`src/rtl/mmio_uart_tx_pkg.sv`:
```
// Shared definitions for the memory-mapped UART transmitter:
// register offsets, STATUS layout and TX FSM encoding.
package mmio_uart_tx_pkg;

    localparam logic [1:0] REG_TXDATA = 2'd0;
    localparam logic [1:0] REG_STATUS = 2'd1;

    localparam int STAT_BUSY  = 0;
    localparam int STAT_FULL  = 1;
    localparam int STAT_EMPTY = 2;
    localparam int STAT_CNT   = 8;

    typedef enum logic [1:0] {
        TX_IDLE,
        TX_START,
        TX_DATA,
        TX_STOP
    } tx_state_e;

    function automatic logic [31:0] status_word(
        input logic       busy,
        input logic       full,
        input logic       empty,
        input logic [7:0] count
    );
        logic [31:0] w;
        w = '0;
        w[STAT_BUSY]  = busy;
        w[STAT_FULL]  = full;
        w[STAT_EMPTY] = empty;
        w[STAT_CNT +: 8] = count;
        return w;
    endfunction

endpackage

```
`src/rtl/mmio_uart_tx_if.sv`:
```
// picorv32 native memory bus as seen by one peer slave.
// The CPU side is the master; the UART is a slave.
interface mmio_uart_tx_if;

    logic        mem_valid;
    logic [31:0] mem_addr;
    logic [31:0] mem_wdata;
    logic [3:0]  mem_wstrb;
    logic        mem_ready;
    logic [31:0] mem_rdata;

    modport master (
        output mem_valid,
        output mem_addr,
        output mem_wdata,
        output mem_wstrb,
        input  mem_ready,
        input  mem_rdata
    );

    modport slave (
        input  mem_valid,
        input  mem_addr,
        input  mem_wdata,
        input  mem_wstrb,
        output mem_ready,
        output mem_rdata
    );

endinterface

```
`src/rtl/mmio_uart_tx_sync_fifo.sv`:
```
// Single-clock FIFO with first-word fall-through read data.
// DEPTH must be a power of two so the pointers wrap for free.
module sync_fifo #(
    parameter int WIDTH = 8,
    parameter int DEPTH = 16,
    localparam int AW = $clog2(DEPTH),
    localparam int CW = AW + 1
) (
    input  logic             clk,
    input  logic             resetn,
    input  logic             push,
    input  logic [WIDTH-1:0] wdata,
    input  logic             pop,
    output logic [WIDTH-1:0] rdata,
    output logic             full,
    output logic             empty,
    output logic [CW-1:0]    count
);

    logic [WIDTH-1:0] mem [DEPTH];
    logic [AW-1:0]    wr_ptr;
    logic [AW-1:0]    rd_ptr;
    logic [CW-1:0]    cnt_q;
    logic             do_push;
    logic             do_pop;

    assign full    = (cnt_q == CW'(DEPTH));
    assign empty   = (cnt_q == '0);
    assign count   = cnt_q;
    assign do_push = push && !full;
    assign do_pop  = pop && !empty;
    assign rdata   = mem[rd_ptr];

    always_ff @(posedge clk) begin
        if (do_push) begin
            mem[wr_ptr] <= wdata;
        end
    end

    always_ff @(posedge clk or negedge resetn) begin
        if (!resetn) begin
            wr_ptr <= '0;
            rd_ptr <= '0;
            cnt_q  <= '0;
        end else begin
            if (do_push) begin
                wr_ptr <= wr_ptr + AW'(1);
            end
            if (do_pop) begin
                rd_ptr <= rd_ptr + AW'(1);
            end
            if (do_push && !do_pop) begin
                cnt_q <= cnt_q + CW'(1);
            end else if (do_pop && !do_push) begin
                cnt_q <= cnt_q - CW'(1);
            end
        end
    end

endmodule

```
`src/rtl/mmio_uart_tx.sv`:
```
// Memory-mapped 8N1 UART transmitter on the picorv32 bus:
// bus decode and ack register, TX FIFO, baud counter and serialiser.
module mmio_uart_tx
    import mmio_uart_tx_pkg::*;
#(
    parameter logic [31:0] BASE_ADDR  = 32'h1000_0000,
    parameter int          CLK_DIV    = 434,
    parameter int          FIFO_DEPTH = 16
) (
    input  logic                 clk,
    input  logic                 resetn,
    mmio_uart_tx_if.slave        bus,
    output logic                 uart_tx,
    output logic                 irq_tx_empty
);

    localparam int          CW        = $clog2(FIFO_DEPTH) + 1;
    localparam logic [15:0] BAUD_LOAD = 16'(CLK_DIV - 1);

    logic          ready_q;
    logic [31:0]   rdata_q;
    logic [31:0]   rdata_d;
    logic          win_hit;
    logic          hit;
    logic          is_write;
    logic [1:0]    reg_sel;
    logic          push_req;
    logic          stall;
    logic          ack_d;

    logic          fifo_push;
    logic          fifo_pop;
    logic [7:0]    fifo_rdata;
    logic          fifo_full;
    logic          fifo_empty;
    logic [CW-1:0] fifo_count;
    logic [7:0]    count8;

    tx_state_e     state_q;
    tx_state_e     state_d;
    logic [15:0]   baud_q;
    logic [15:0]   baud_d;
    logic [2:0]    idx_q;
    logic [2:0]    idx_d;
    logic [7:0]    shreg_q;
    logic [7:0]    shreg_d;
    logic          tx_q;
    logic          tx_d;
    logic          irq_q;
    logic          busy;

    logic          unused_bits;
    assign unused_bits = ^{bus.mem_wdata[31:8], bus.mem_addr[1:0]};

    // A pending ack blocks re-acceptance while the CPU drops mem_valid.
    assign win_hit  = bus.mem_valid
                   && (bus.mem_addr[31:4] == BASE_ADDR[31:4]);
    assign hit      = win_hit && !ready_q;
    assign is_write = |bus.mem_wstrb;
    assign reg_sel  = bus.mem_addr[3:2];
    assign push_req = hit && (reg_sel == REG_TXDATA)
                   && bus.mem_wstrb[0];
    assign stall     = push_req && fifo_full;
    assign fifo_push = push_req && !fifo_full;
    assign ack_d     = hit && !stall;

    assign busy   = (state_q != TX_IDLE);
    assign count8 = 8'(fifo_count);

    always_comb begin
        rdata_d = '0;
        if (hit && !is_write && (reg_sel == REG_STATUS)) begin
            rdata_d = status_word(busy, fifo_full,
                                  fifo_empty, count8);
        end
    end

    always_ff @(posedge clk or negedge resetn) begin
        if (!resetn) begin
            ready_q <= 1'b0;
            rdata_q <= '0;
        end else begin
            ready_q <= ack_d;
            rdata_q <= ack_d ? rdata_d : '0;
        end
    end

    assign bus.mem_ready = ready_q;
    assign bus.mem_rdata = rdata_q;

    sync_fifo #(
        .WIDTH (8),
        .DEPTH (FIFO_DEPTH)
    ) u_fifo (
        .clk    (clk),
        .resetn (resetn),
        .push   (fifo_push),
        .wdata  (bus.mem_wdata[7:0]),
        .pop    (fifo_pop),
        .rdata  (fifo_rdata),
        .full   (fifo_full),
        .empty  (fifo_empty),
        .count  (fifo_count)
    );

    // tx_d is the level for the next cycle, so uart_tx comes
    // straight from a flop.
    always_comb begin
        state_d  = state_q;
        baud_d   = baud_q;
        idx_d    = idx_q;
        shreg_d  = shreg_q;
        tx_d     = tx_q;
        fifo_pop = 1'b0;
        unique case (state_q)
            TX_IDLE: begin
                tx_d = 1'b1;
                if (!fifo_empty) begin
                    fifo_pop = 1'b1;
                    shreg_d  = fifo_rdata;
                    baud_d   = BAUD_LOAD;
                    tx_d     = 1'b0;
                    state_d  = TX_START;
                end
            end
            TX_START: begin
                if (baud_q == '0) begin
                    baud_d  = BAUD_LOAD;
                    idx_d   = '0;
                    tx_d    = shreg_q[0];
                    state_d = TX_DATA;
                end else begin
                    baud_d = baud_q - 16'd1;
                end
            end
            TX_DATA: begin
                if (baud_q == '0) begin
                    baud_d = BAUD_LOAD;
                    if (idx_q == 3'd7) begin
                        tx_d    = 1'b1;
                        state_d = TX_STOP;
                    end else begin
                        idx_d   = idx_q + 3'd1;
                        shreg_d = {1'b0, shreg_q[7:1]};
                        tx_d    = shreg_q[1];
                    end
                end else begin
                    baud_d = baud_q - 16'd1;
                end
            end
            TX_STOP: begin
                tx_d = 1'b1;
                if (baud_q == '0) begin
                    state_d = TX_IDLE;
                end else begin
                    baud_d = baud_q - 16'd1;
                end
            end
            default: begin
                tx_d    = 1'b1;
                state_d = TX_IDLE;
            end
        endcase
    end

    always_ff @(posedge clk or negedge resetn) begin
        if (!resetn) begin
            state_q <= TX_IDLE;
            baud_q  <= '0;
            idx_q   <= '0;
            shreg_q <= '0;
            tx_q    <= 1'b1;
            irq_q   <= 1'b1;
        end else begin
            state_q <= state_d;
            baud_q  <= baud_d;
            idx_q   <= idx_d;
            shreg_q <= shreg_d;
            tx_q    <= tx_d;
            irq_q   <= fifo_empty && (state_q == TX_IDLE);
        end
    end

    assign uart_tx      = tx_q;
    assign irq_tx_empty = irq_q;

endmodule

```
`src/flat_wrapper.sv`:
```
// flat-port wrapper written by rule: the top's interface ports become plain ports
module mmio_uart_tx_flat import mmio_uart_tx_pkg::*;
#(
    parameter logic [31:0] BASE_ADDR  = 32'h1000_0000,
    parameter int          CLK_DIV    = 434,
    parameter int          FIFO_DEPTH = 16
)
  (clk, resetn, uart_tx, irq_tx_empty, bus_mem_valid, bus_mem_addr, bus_mem_wdata, bus_mem_wstrb, bus_mem_ready, bus_mem_rdata);
  mmio_uart_tx_if bus_i ();
  input  logic clk;
  input  logic resetn;
  output logic uart_tx;
  output logic irq_tx_empty;
  input wire logic [$bits(bus_i.mem_valid)-1:0] bus_mem_valid;
  input wire logic [$bits(bus_i.mem_addr)-1:0] bus_mem_addr;
  input wire logic [$bits(bus_i.mem_wdata)-1:0] bus_mem_wdata;
  input wire logic [$bits(bus_i.mem_wstrb)-1:0] bus_mem_wstrb;
  output wire logic [$bits(bus_i.mem_ready)-1:0] bus_mem_ready;
  output wire logic [$bits(bus_i.mem_rdata)-1:0] bus_mem_rdata;
  assign bus_i.mem_valid = bus_mem_valid;
  assign bus_i.mem_addr = bus_mem_addr;
  assign bus_i.mem_wdata = bus_mem_wdata;
  assign bus_i.mem_wstrb = bus_mem_wstrb;
  assign bus_mem_ready = bus_i.mem_ready;
  assign bus_mem_rdata = bus_i.mem_rdata;
  mmio_uart_tx #(.BASE_ADDR(BASE_ADDR), .CLK_DIV(CLK_DIV), .FIFO_DEPTH(FIFO_DEPTH)) u_core (.clk(clk), .resetn(resetn), .bus(bus_i), .uart_tx(uart_tx), .irq_tx_empty(irq_tx_empty));
endmodule
```
`config.mk`:
```
export PLATFORM = sky130hd
export DESIGN_NAME = mmio_uart_tx_flat
export DESIGN_NICKNAME = d
export VERILOG_FILES = /design/src/rtl/mmio_uart_tx_pkg.sv /design/src/rtl/mmio_uart_tx_if.sv /design/src/rtl/mmio_uart_tx_sync_fifo.sv /design/src/rtl/mmio_uart_tx.sv /design/src/flat_wrapper.sv
export SDC_FILE = /design/constraint.sdc
export NUM_CORES = 1
export LEC_CHECK = 0
export CORE_MARGIN = 5
export CORE_UTILIZATION = 55
export CTS_BUF_LIST = sky130_fd_sc_hd__clkbuf_8 sky130_fd_sc_hd__clkbuf_16
export CTS_CLUSTER_DIAMETER = 150
export CTS_CLUSTER_SIZE = 30
export DETAILED_ROUTE_END_ITERATION = 16
export PLACE_DENSITY = 0.79
export SYNTH_ARGS = -nofsm -noshare
export SYNTH_HDL_FRONTEND = slang
export SYNTH_HIERARCHICAL = 1
export SYNTH_SLANG_ARGS = --single-unit
```
`constraint.sdc`:
```
create_clock -name clk -period 3.7 [get_ports clk]
set_input_delay 0.74 -clock clk [delete_from_list [all_inputs] [get_ports clk]]
set_output_delay 0.74 -clock clk [all_outputs]
set_load 0.1 [all_outputs]
```
Word-level counts from Yosys, hierarchy flattened. Memories as Yosys holds them, arrays and structs flattened. Index checks and enable logic that the tools add are counted.

Bits in registers: 77. Latch bits: 0. RAM bits: 128. Bits in read-only memories: 0. Input port bits: 71. Output and inout port bits: 35. Logic and storage cells: 99. Memories: 1.

Memories: u_core.u_fifo.mem (depth 16, bits a word 8, rd ports 1, clocked after Yosys merged registers in 0, write ports 1, RTL line mmio_uart_tx_sync_fifo.sv:20) `logic [WIDTH-1:0] mem [DEPTH];`.

Add/subtract/negate cells: 6. Multiply operators: 0. Divide/modulo/power cells: 0. $lt $le $gt $ge: 0. Equality and inequality tests: 14. Shift operators: 0. Multiplexer cells: 31. Bitwise gates (word level): 0. Reductions and logical operators: 36.

Operator list (count): 2-to-1 mux 16 bit (3); case mux 16 bit (3 select lines) (1); 2-to-1 mux 32 bit (1); equality test 28 x 25 -> 1 bit, second input constant (1); 2-to-1 mux 8 bit (3); logical NOT 16 bit (1); case mux 8 bit (2 select lines) (1); subtractor 16 x 1 -> 16 bit, second input constant (1); logical AND 1 bit (14); 2-to-1 mux 13 bit (1); 2-to-1 mux 2 bit (5); 2-to-1 mux 5 bit (2); 2-to-1 mux 3 bit (3); adder 4 x 1 -> 4 bit, second input constant (2); 2-to-1 mux 1 bit (8); inequality test 2 x 1 -> 1 bit, second input constant (4); case mux 2 bit (4 select lines) (1); AND reduction 4 bit (2); nonzero test 2 bit (4); logical NOT 1 bit (7); inequality test 2 bit, second input constant (3); case mux 3 bit (2 select lines) (1); adder 5 x 1 -> 5 bit, second input constant (1); equality test 5 bit, second input constant (1); other kinds (12) (16).

Depth between registers and ports, before layout. Gate-level depths: netlist of run 1.

Word-level depth: 11. Mapped depth: 12. Gate-level depth less buffers: 12.

Hierarchy. The synthesis of run 1 kept the hierarchy.

By module, submodules not included: sync_fifo (instances 1, cells an instance 322, area an instance 5816.8 um2, seq. area each 4169.0 um2); mmio_uart_tx (instances 1, cells an instance 260, area an instance 2453.6 um2, seq. area each 1003.5 um2).

Worst setup path before layout of run 1. Ideal clock, no wire load.

Path kind: reg-to-reg. Start point: reg u_core.ready_q, in the netlist u_core/bus.mem_ready. End point: reg u_core.u_fifo.cnt_q[4], in the netlist u_core/u_fifo/count[4]. Setup time: 0.080 ns. Arrival: 3.135 ns. Required time: 3.620 ns. Setup slack: 0.485 ns. Cell stages (with the launch flop): 12. Path buffers: 0. Period minus slack after synthesis: 3.215 ns. Path through: dfrtp_1 > nor4_1 > nand4_1 > nor4_1 > a21boi_2 > ha_1 > inv_1 > fa_1 > a21o_1 > a21oi_1 > mux2i_1 > xnor2_1.

Word-level cells in the longest chain between the ends: 9. Elaborated cells on any way between the ends: 11. Those cells by class: mux: 1; reduce/logical: 10.

RTL lines: from (decl) (RTL line mmio_uart_tx.sv:20) `logic ready_q;`; from (signal assigned) (RTL line mmio_uart_tx.sv:83) `ready_q <= ack_d;`; logical NOT 1 bit * (RTL line mmio_uart_tx.sv:58) `assign hit = win_hit && !ready_q;`; logical AND 1 bit * (RTL line mmio_uart_tx.sv:58); logical AND 1 bit * (RTL line mmio_uart_tx.sv:61) `assign push_req = hit && (reg_sel == REG_TXDATA)`; logical AND 1 bit * (RTL line mmio_uart_tx.sv:62) `&& bus.mem_wstrb[0];`; logical AND 1 bit * (RTL line mmio_uart_tx.sv:64) `assign fifo_push = push_req && !fifo_full;`; via u_core.fifo_push (RTL line mmio_uart_tx.sv:31) `logic fifo_push;`; logical AND 1 bit * (RTL line mmio_uart_tx_sync_fifo.sv:30) `assign do_push = push && !full;`; via u_core.u_fifo.do_push (RTL line mmio_uart_tx_sync_fifo.sv:24) `logic do_push;`; logical NOT 1 bit (RTL line mmio_uart_tx_sync_fifo.sv:54) `end else if (do_pop && !do_push) begin`; logical AND 1 bit (RTL line mmio_uart_tx_sync_fifo.sv:54); nonzero test 2 bit (no line); to (signal assigned) (RTL line mmio_uart_tx_sync_fifo.sv:53) `cnt_q <= cnt_q + CW'(1);`; to (signal assigned) (RTL line mmio_uart_tx_sync_fifo.sv:55) `cnt_q <= cnt_q - CW'(1);`; to (decl) (RTL line mmio_uart_tx_sync_fifo.sv:23) `logic [CW-1:0] cnt_q;`.

The timed path passes the listed nets; every way through them passes the cells marked *. A chain may end at the register's enable or synchronous reset.

Worst setup path in the final report of run 1.
Start point: in bus_mem_addr[23]. End point: reg u_core.u_fifo.cnt_q[4], in the netlist u_core/u_fifo/count[4].

Word-level cells in the longest chain between the ends: 10. Elaborated cells on any way between the ends: 12. Those cells by class: eq/ne: 1; mux: 1; reduce/logical: 10.

RTL lines: from (decl) (RTL line flat_wrapper.sv:15) `input wire logic [$bits(bus_i.mem_addr)-1:0] bus_mem_addr;`; equality test 28 x 25 -> 1 bit * (RTL line mmio_uart_tx.sv:57) `&& (bus.mem_addr[31:4] == BASE_ADDR[31:4]);`; logical AND 1 bit * (RTL line mmio_uart_tx.sv:57); logical AND 1 bit * (RTL line mmio_uart_tx.sv:58); logical AND 1 bit * (RTL line mmio_uart_tx.sv:61); logical AND 1 bit * (RTL line mmio_uart_tx.sv:62); logical AND 1 bit * (RTL line mmio_uart_tx.sv:64); via u_core.fifo_push (RTL line mmio_uart_tx.sv:31); logical AND 1 bit * (RTL line mmio_uart_tx_sync_fifo.sv:30); via u_core.u_fifo.do_push (RTL line mmio_uart_tx_sync_fifo.sv:24); logical NOT 1 bit (RTL line mmio_uart_tx_sync_fifo.sv:54); logical AND 1 bit (RTL line mmio_uart_tx_sync_fifo.sv:54); nonzero test 2 bit (no line).

Marks and branches as above.

==> results of run 1 <==
-- critical path, cell delays in order --
cell,delay [ps]
clkdlybuf4s50_1,420
nor4_1,330
nand4_1,190
nor4_1,290
a21boi_2,230
ha_1,200
inv_1,120
fa_1,450
a21o_1,220
a21oi_1,180
mux2i_1,240
xnor2_1,150
-- state kept, by name, summed over array words and instances (netlist names) --
register              cells
u_core/u_fifo/wr_ptr      4
u_core/bus.mem_rdata      8
u_core/irq_tx_empty       1
u_core/state_q            2
u_core/idx_q              3
u_core/u_fifo/mem       128
u_core/u_fifo/rd_ptr      4
u_core/bus.mem_ready      1
u_core/uart_tx            1
u_core/shreg_q            8
u_core/baud_q            16
u_core/u_fifo/count       5
-- metal layers --
| metal | up-vias | global-route usage [%] | routed length (um) |
|---|---|---|---|
| li1 | 2318 | - | - |
| met1 | 2533 | 25.1 | 6800 |
| met2 | 190 | 35.2 | 9060 |
| met3 | 24 | 5.09 | 1100 |
| met4 | 0 | 6.00 | 292 |
| met5 | - | 0 | 0 |
-- report_power, final --
part	internal, mW	switching (mW)	total (mW)
Combinational	0.0424	0.148	0.190
Clock	1.00	0.763	1.76
Sequential	2.17	0.00000000437	2.17
Total	3.22	0.910	4.13
-- synth_stat cells (8+ instances only) --
master / number
a21oi_1: 16
a22oi_1: 8
nor2_1: 38
mux2i_1: 33
edfxtp_1: 128
and2_1: 8
xnor2_1: 10
inv_1: 10
ha_1: 17
nor3_1: 25
nor4_1: 11
a221oi_2: 10
nand2_1: 36
dfrtp_1: 51
mux4_2: 16
o21ai_1: 9
buf_6: 9
o21ai_0: 22
buf_4: 28
-- cell type report --
| cell class | instances | area (sq um) | area share [%] |
|---|---|---|---|
| inverters | 11 | 41.3 | 0.434 |
| clock buffers | 17 | 425 | 4.48 |
| multi-input cells | 361 | 2760 | 29.1 |
| repair buffers | 78 | 718 | 7.56 |
| well taps | 184 | 230 | 2.42 |
| flip-flops and latches | 181 | 5170 | 54.4 |
| clock inverters | 14 | 151 | 1.59 |
-- per-stage QoR --
stage | setup WS [ps] | std cells | instance area (sq um) | hold slack [ps]
2_1_floorplan | 485 | 605 | 8360 | 444
3_3_place_gp | 71.7 | 815 | 8930 | 478
3_5_place_dp | 6.63 | 815 | 8930 | 483
4_1_cts | 295 | 846 | 9500 | 433
5_1_grt | 9.38 | 846 | 9500 | 481
6_report | 305 | 846 | 9500 | 407
-- final timing paths --
kind                       slack (ps)                    from                      end
setup / recovery                  310        bus_mem_addr[23]   u_core/u_fifo/count[4]
hold / removal                    410                  resetn        u_core/baud_q[15]
setup reg to reg                  440  u_core/u_fifo/count[0]   u_core/u_fifo/count[4]
hold reg to reg                   510       u_core/shreg_q[7]        u_core/shreg_q[7]
max in group asynchronous        2550                  resetn  u_core/u_fifo/rd_ptr[3]
min in group clk                  510       u_core/shreg_q[7]        u_core/shreg_q[7]
-- cell families (layout without fill, tap and decap cells) --
logic type	Yosys count	count (layout)	share of synthesized area [%]
compound gates	106	106	9.95
simple gates	150	150	9.62
flops	181	181	62.5
other cells	1	24	0.0453
buf+inv	63	120	5.10
mux	52	52	8.76
xor+xnor	11	11	1.16
fa+ha+maj	18	18	2.81
==> results by group, run 1 <==
Run status
  • Status: finished, final reports clean

Yosys
  • Avg Cell Area, Syn: about 14 sq um
  • Share of async-settable or async-resettable flops after synthesis: between 20% and 30%
  • EDFF count, synth: roughly 130
  • Warnings from Yosys: 6
  • Post-Syn Area: a little over 0.008 sq mm
  • Area share of the largest cell type after synthesis: between 40% and 50%
  • Yosys top cell by area: edfxtp_1
  • Ranking of synthesized cells by area: edfxtp_1, dfrtp_1, mux4_2
  • Yosys cell types: 66
  • Post-synthesis sequential area ratio: 62.5%
  • Synth Instances: 582
  • Synth Flop Type: edfxtp_1
  • Flops & latches, synth: 181

Clock network
  • CTS Hold Bufs: 0
  • Worst-skew pair later-pin latency: about 430 ps
  • Num CTS Buffers: 17
  • H-tree depth: 4
  • Clock Sinks: between 150 and 200
  • TritonCTS clock tree: done
  • Post-CTS Setup Repair Bufs: 0
  • Max clock buf depth: 2
  • PostCTS Resize Cnt: 0
  • Root Buffer: clkbuf_16
  • Clock-pin slew on the worst setup and hold paths: around 70 ps

Finish
  • Nets: 739
  • Antenna diodes: 0
  • Layout cells sized above 1: between 15 and 20%
  • Post-layout util: roughly 65%
  • Most frequent cells in the layout: edfxtp_1, clkdlybuf4s50_1, dfrtp_1
  • Area grow syn2layout: 14.9%
  • Most common cell after layout, fill and taps aside: edfxtp_1
  • Fill cells: around 1000

GRT
  • Gr usage total: 20.2%
  • Initial antenna violation count: 0
  • Largest net degree at the start of global routing: 39
  • Overflow after GRT: 0
  • Vias in the first global route: slightly above 5000
  • First-pass GRT wire length: about 27000 um

Power and ir drop
  • Design Power: slightly above 4 mW
  • Peak supply drop: roughly 0.00045 V
  • P_leak: between 3 and 4 nW
  • Pwr/cell area: approximately 430 mW/mm^2

Floorplan
  • Die Ht: 133 um
  • Core Area: between 0.01 and 0.015 sq mm
  • Starting density of the core: between 50 and 60%
  • I/O pin count: 106
  • Die X: 133 um
  • Die area: ~0.018 sq mm
  • Row Count: 44

Timing
  • Worst-margin pin slew: 985 ps
  • Max transition margin: 34.1%
  • Fin crit period: around 3400 ps
  • Setup TNS: 0 ps
  • Hold Vio Cnt, Final: 0
  • Worst Skew: 9.78 ps
  • F_max: between 0.2 and 0.3 GHz
  • RSZ-0062 raised after global routing: false
  • Slew Viols, Final: 0
  • Final Cycle Share: 91.7%
  • Final Setup Violations: 0

Detailed routing
  • 1st-pass router iterations: 5
  • DRT antenna net count: 0
  • Via-to-Cell Ratio: between 5 and 6
  • Wire length per cell: about 20 um
  • Via count: 5065
  • DRC violations left: 0
  • Drt total wl: approximately 17000 um
  • Starting DRT DRC Count: ~510

Setup path
  • Crit path kind: input pin to flip-flop
  • Cells on worst reg2reg path: 12
  • Arrival time at the worst endpoint: 3740 ps
  • Data required, critical path: about 4000 ps
  • Crit path launch type: input pin
  • Crit path capture type: flip-flop
  • Crit-path max FO: 5

Run
  • Max cap viols: 0

Place
  • HPWL Detailed: between 10000 and 15000 um
  • Port Buffers: between 50 and 60
  • GPL Wtd Cong: 0.836

Min path
  • Worst min path class: input pin to async pin
Note: power is estimated with default switching activity, not from simulation.
==> run 2: changes to the inputs <==
--- a/config.mk
+++ b/config.mk
@@ -8,7 +8,6 @@
 export CORE_MARGIN = 5
 export CORE_UTILIZATION = 55
 export CTS_BUF_LIST = sky130_fd_sc_hd__clkbuf_8 sky130_fd_sc_hd__clkbuf_16
-export CTS_CLUSTER_DIAMETER = 150
 export CTS_CLUSTER_SIZE = 30
 export DETAILED_ROUTE_END_ITERATION = 16
 export PLACE_DENSITY = 0.79
==> results of run 2 <==
No change in the layout: final DEF, timing and power equal those of run 1.
